[src/rtl/board_io_pkg.sv]
// Shared constants for the board input peripheral: register offsets within its
// window and the window base used by the board-level address decode.
package board_io_pkg;

   localparam logic [3:0]  IO_SW   = 4'h0;
   localparam logic [3:0]  IO_BTN  = 4'h4;
   localparam logic [3:0]  IO_EVT  = 4'h8;
   localparam logic [3:0]  IO_CNT  = 4'hC;

   localparam logic [31:0] IO_BASE = 32'h1002_0000;

   localparam int          CNT_W   = 16;

endpackage

[src/rtl/debounce_cell.sv]
// Two-flop synchronizer followed by a stability counter; the stable output only
// follows the synced input after DEBOUNCE_CYCLES consecutive mismatching cycles.
module debounce_cell #(
   parameter int DEBOUNCE_CYCLES = 20000
) (
   input  logic clk,
   input  logic rst,
   input  logic raw,
   output logic stable,
   output logic rise
);

   localparam logic [15:0] LAST = 16'(DEBOUNCE_CYCLES - 1);

   logic        sync1;
   logic        sync2;
   logic [15:0] cnt;
   logic        settle;

   // settle is the edge on which stable takes the synced value; rise is exposed
   // combinationally so the event latch updates on that very same edge.
   assign settle = (sync2 != stable) && (cnt == LAST);
   assign rise   = settle && sync2;

   always_ff @(posedge clk or posedge rst) begin
      if (rst) begin
         sync1  <= 1'b0;
         sync2  <= 1'b0;
         cnt    <= '0;
         stable <= 1'b0;
      end else begin
         sync1 <= raw;
         sync2 <= sync1;
         if ((sync2 == stable) || settle)
            cnt <= '0;
         else
            cnt <= cnt + 16'd1;
         if (settle)
            stable <= sync2;
      end
   end

endmodule

[src/rtl/board_input_port.sv]
// Memory-mapped switch/button input port: debounced levels, sticky press events
// with W1C clear, a 16-bit press counter and an event interrupt.
module board_input_port #(
   parameter int N_SW            = 16,
   parameter int N_BTN           = 5,
   parameter int DEBOUNCE_CYCLES = 20000
) (
   input  logic              clk,
   input  logic              rst,
   input  logic              ena,
   input  logic              WR,
   input  logic [3:0]        addr,
   input  logic [31:0]       datain_32,
   input  logic [N_SW-1:0]   sw_in,
   input  logic [N_BTN-1:0]  btn_in,
   output logic [31:0]       dataout_32,
   output logic              irq
);

   import board_io_pkg::*;

   logic [N_SW-1:0]  sw_stable;
   logic [N_SW-1:0]  sw_rise;
   logic [N_BTN-1:0] btn_stable;
   logic [N_BTN-1:0] btn_rise;

   logic [N_BTN-1:0] evt;
   logic [CNT_W-1:0] cnt;
   logic [CNT_W-1:0] rise_cnt;
   logic [N_BTN-1:0] evt_clr;
   logic [CNT_W-1:0] cnt_base;

   logic             rd;
   logic             wr_evt;
   logic             wr_cnt;
   logic [3:0]       reg_sel;
   logic             unused_ok;

   for (genvar i = 0; i < N_SW; i++) begin : g_sw
      debounce_cell #(.DEBOUNCE_CYCLES(DEBOUNCE_CYCLES)) u_db (
         .clk    (clk),
         .rst    (rst),
         .raw    (sw_in[i]),
         .stable (sw_stable[i]),
         .rise   (sw_rise[i])
      );
   end

   for (genvar i = 0; i < N_BTN; i++) begin : g_btn
      debounce_cell #(.DEBOUNCE_CYCLES(DEBOUNCE_CYCLES)) u_db (
         .clk    (clk),
         .rst    (rst),
         .raw    (btn_in[i]),
         .stable (btn_stable[i]),
         .rise   (btn_rise[i])
      );
   end

   assign reg_sel = {addr[3:2], 2'b00};
   assign rd      = ena && !WR;
   assign wr_evt  = ena && WR && (reg_sel == IO_EVT);
   assign wr_cnt  = ena && WR && (reg_sel == IO_CNT);

   always_comb begin
      rise_cnt = '0;
      for (int i = 0; i < N_BTN; i++)
         rise_cnt = rise_cnt + CNT_W'(btn_rise[i]);
   end

   // A new press wins over a same-cycle clear; a CNT write is the base the
   // same-cycle presses are added to.
   assign evt_clr  = wr_evt ? datain_32[N_BTN-1:0] : '0;
   assign cnt_base = wr_cnt ? datain_32[CNT_W-1:0] : cnt;

   always_ff @(posedge clk or posedge rst) begin
      if (rst) begin
         evt <= '0;
         cnt <= '0;
      end else begin
         evt <= (evt & ~evt_clr) | btn_rise;
         cnt <= cnt_base + rise_cnt;
      end
   end

   assign irq = |evt;

   always_comb begin
      dataout_32 = '0;
      if (rd) begin
         case (reg_sel)
            IO_SW:   dataout_32 = 32'(sw_stable);
            IO_BTN:  dataout_32 = 32'(btn_stable);
            IO_EVT:  dataout_32 = 32'(evt);
            IO_CNT:  dataout_32 = 32'(cnt);
            default: dataout_32 = '0;
         endcase
      end
   end

   assign unused_ok = ^{datain_32[31:CNT_W], addr[1:0], sw_rise};

endmodule
[config.mk]
export PLATFORM = sky130hd
export DESIGN_NAME = board_input_port
export DESIGN_NICKNAME = d
export VERILOG_FILES = /design/src/rtl/board_io_pkg.sv /design/src/rtl/debounce_cell.sv /design/src/rtl/board_input_port.sv
export SDC_FILE = /design/constraint.sdc
export NUM_CORES = 1
export LEC_CHECK = 0
export BUFFER_PORTS_ARGS = -buffer_cell sky130_fd_sc_hd__buf_2
export CORE_MARGIN = 5
export CORE_UTILIZATION = 60
export DETAILED_ROUTE_END_ITERATION = 10
export PLACE_DENSITY_LB_ADDON = 0.15
export SKIP_CTS_REPAIR_TIMING = 1
export SLEW_MARGIN = 0
export SYNTH_ARGS = -nofsm -noshare
export SYNTH_HDL_FRONTEND = slang
export SYNTH_SLANG_ARGS = --single-unit
export TNS_END_PERCENT = 1
[constraint.sdc]
create_clock -name clk -period 17.7 [get_ports clk]
set_clock_uncertainty 0.1 [all_clocks]
set_input_delay 3.54 -clock clk [delete_from_list [all_inputs] [get_ports clk]]
set_output_delay 3.54 -clock clk [all_outputs]
set_load 0.02 [all_outputs]
==> results.md <==
- Share of cells above drive strength 1: 0.0872
- Final core utilization: 0.667
- Max Buffers Root-to-Sink: 3
- Row count: 67
- HP Class: reg -> reg
- Nets: about 2,100
- Max_slew headroom: 0.341
- Reg-to-Reg Start: g_btn[0].u_db.cnt[0]
- Average size of a mapped cell: between 10 and 15 sq um
- Startpoint types: input pin
- Final ANT Viol Nets: 0
- I/O Buffers: just under 60
- Die area: ~38,000 sq um
- Clock slew at reported path FFs: about 60 ps
- Synth Cell Area: about 20,000 sq um
- Power per cell area: between 90 and 100 nW/um^2
- Total congestion overflow: 0
- CP startpoint: addr[3]
- Die Wd: 194 um
- Core area: roughly 34,000 sq um
- Clock Tree Root: clkbuf_16
- Drt drc: 0
- Placed Area: between 20,000 and 25,000 sq um
- Storage element area: 10,500 sq um
- FFs w/ async S/R, synth: 1.00
- Filler instances: roughly 2,600
- Count of final hold-check violations: 0
- Min-delay src: g_sw[4].u_db.sync1
- Yosys reg bits: 420
- Post-synthesis sequential area ratio: 0.517
- Largest net degree at the start of global routing: roughly 150
- Status: finished clean
- Top layer in use: met5
- Max-cap violation count: 0
- Crit-path max FO: 11
- Area of the multi-input gates: 9270 sq um
- Antenna violations before repair: 5
- Yosys warning count: 0
- Nature of the critical path endpoint: primary output
- Top FF cell, synth: dfrtp_1
- CP Class: in -> out
- Clock Latency Late Sink: between 500 and 600 ps
- Drt pass-1 iters: 5
- Met3 wire len: ~1600 um
- Tcrit/Tclk final: 0.491
- Detailed router's first-iteration violation count: 800
- Final instance area: around 22,000 sq um
- Layout area overhead: 9.93%
- Worst-Margin Slew: 989 ps
- Flop-to-flop setup slack: between 10,000 and 15,000 ps
- TritonCTS Sinks: 420
- First-pass GRT wire length: between 60,000 and 70,000 um
- CTS Buf Count: 45
- Mean number of vias per cell: 5.67
- RSZ-0062 raised after global routing: no
- Routed WL per cell: about 15 um
- CP arrival: approximately 5100 ps
- Final wirelength: between 30,000 and 40,000 um
- Vias: approximately 14,000
- Worst IR Drop VDD: 0.0000843 V
- Unique masters post-synth: 57
- CTS tree: done
- Starting density of the core: 0.606
- Fmax: about 0.12 GHz
- Leak: roughly 9.6 nW
- Worst EP required: 14,060 ps
- Post-synth EDFFs: 0
- Routability congestion estimate: approximately 0.85
- Tot GR Track Use: 0.204
- Number of global-route vias before repair: between 10,000 and 15,000
- DIE HEIGHT: between 150 and 200 um
- Slew Viols, Final: 0
- Final setup TNS: 0 ps
- Synthesized netlist cell count: between 1,500 and 2,000
- I/O Pins: 94
- Final setup vio count: 0
- Min Tclk post-route: about 8700 ps
- Dpl hpwl: approximately 26,000 um
- Met1 wire length: between 15,000 and 20,000 um
- CTS HTree Levels: 2
- Wire length on met2: 18,500 um
==> worst max-delay path, cell delays in order <==
cell and delay [ps]:
buf_2 190, nor2_1 660, a22oi_1 150, nor2_1 270
buf_2 230
==> layer usage <==
layer,track usage,vias to the layer above
li1,-,6999
met1,0.279,6976
met2,0.340,210
met3,0.0434,60
met4,0.0479,8
met5,0,-
==> logic make-up (layout without fill, tap and decap cells) <==
kind of cell               Yosys count  count (layout)  synth area share
AOI/OAI and AO/OA                   90              90            0.0288
buffers and inverters              135             192            0.0301
muxes                               40              40            0.0243
xor gates and xnor gates           307             307             0.132
adders and majority gates           28              28            0.0183
and+or+nand+nor                    971             971             0.249
DFF                                420             420             0.517
other                                1              17          0.000184
==> Yosys cell counts, types with 16 or more instances <==
| master | count | area share |
|---|---|---|
| dfrtp_1 | 420 | 0.52 |
| nor2_1 | 340 | 0.063 |
| xor2_1 | 157 | 0.068 |
| xnor2_1 | 150 | 0.065 |
| nand2_1 | 117 | 0.022 |
| nand4_1 | 115 | 0.035 |
| nand3_1 | 114 | 0.028 |
| and4_1 | 63 | 0.027 |
| nor4_1 | 57 | 0.018 |
| inv_1 | 52 | 0.0096 |
| clkbuf_1 | 45 | 0.0083 |
| a21oi_1 | 33 | 0.0081 |
| nor3_1 | 33 | 0.0081 |
| ha_1 | 25 | 0.015 |
| buf_4 | 21 | 0.0078 |
| mux2_2 | 21 | 0.012 |
| and3_1 | 19 | 0.0058 |
| nor4b_1 | 19 | 0.0082 |
| nand2b_1 | 16 | 0.0049 |
==> state kept, by name, indices dropped and copies added, names as in the netlist <==
register / flops
evt: 5
cnt: 16
g_sw.u_db.cnt: 256
g_btn.u_db.sync1: 5
g_sw.u_db.sync2: 16
g_sw.u_db.sync1: 16
g_sw.u_db.stable: 16
g_btn.u_db.sync2: 5
g_btn.u_db.stable: 5
g_btn.u_db.cnt: 80
==> per-stage QoR <==
stage	hold slack (ps)	power, mW	std cells	setup slack (ps)
6_report	246	2.05	2513	9010
3_5_place_dp	235	1.13	2436	9010
4_1_cts	247	2.08	2512	9010
2_1_floorplan	231	1.10	2007	2370
3_3_place_gp	234	1.13	2436	9050
5_1_grt	254	2.14	2513	8890
==> power breakdown <==
part           switching (mW)  total [mW]  internal [mW]
logic                  0.0670       0.101         0.0337
registers              0.0249        1.01          0.986
clock network           0.371       0.939          0.568
==> cells in the final DEF (no fill, tap or decap), drive strengths merged, types with 19 or more instances in the layout <==
cell      n
nor2    340
xor2    157
nand2   117
nand4   115
and3     19
clkbuf   53
buf      64
mux2     22
inv      52
and4     64
nor4     57
xnor2   150
nor3     33
nand3   114
a21oi    33
nor4b    19
ha       25
dfrtp   420
==> final cells by class <==
cell class / count / area share
Multi-Input combinational cell: 1452 / 0.415
Sequential cell: 420 / 0.470
Antenna cell: 1 / 0.000112
Timing Repair Buffer: 64 / 0.0149
Clock inverter: 23 / 0.0126
Inverter: 52 / 0.00907
Clock buffer: 53 / 0.0535
Tap cell: 448 / 0.0251
==> worst paths after layout <==
path | endpoint | cells after the start
max | dataout_32[7] | 5
min | g_sw[4].u_db.sync2 | 0
max reg2reg | cnt[12] | 14
min reg2reg | g_sw[4].u_db.sync2 | 0
max in group asynchronous | g_btn[4].u_db.stable | 4
min in group asynchronous | g_sw[3].u_db.cnt[6] | 2
No activity file was read; power rests on OpenSTA's default activity.
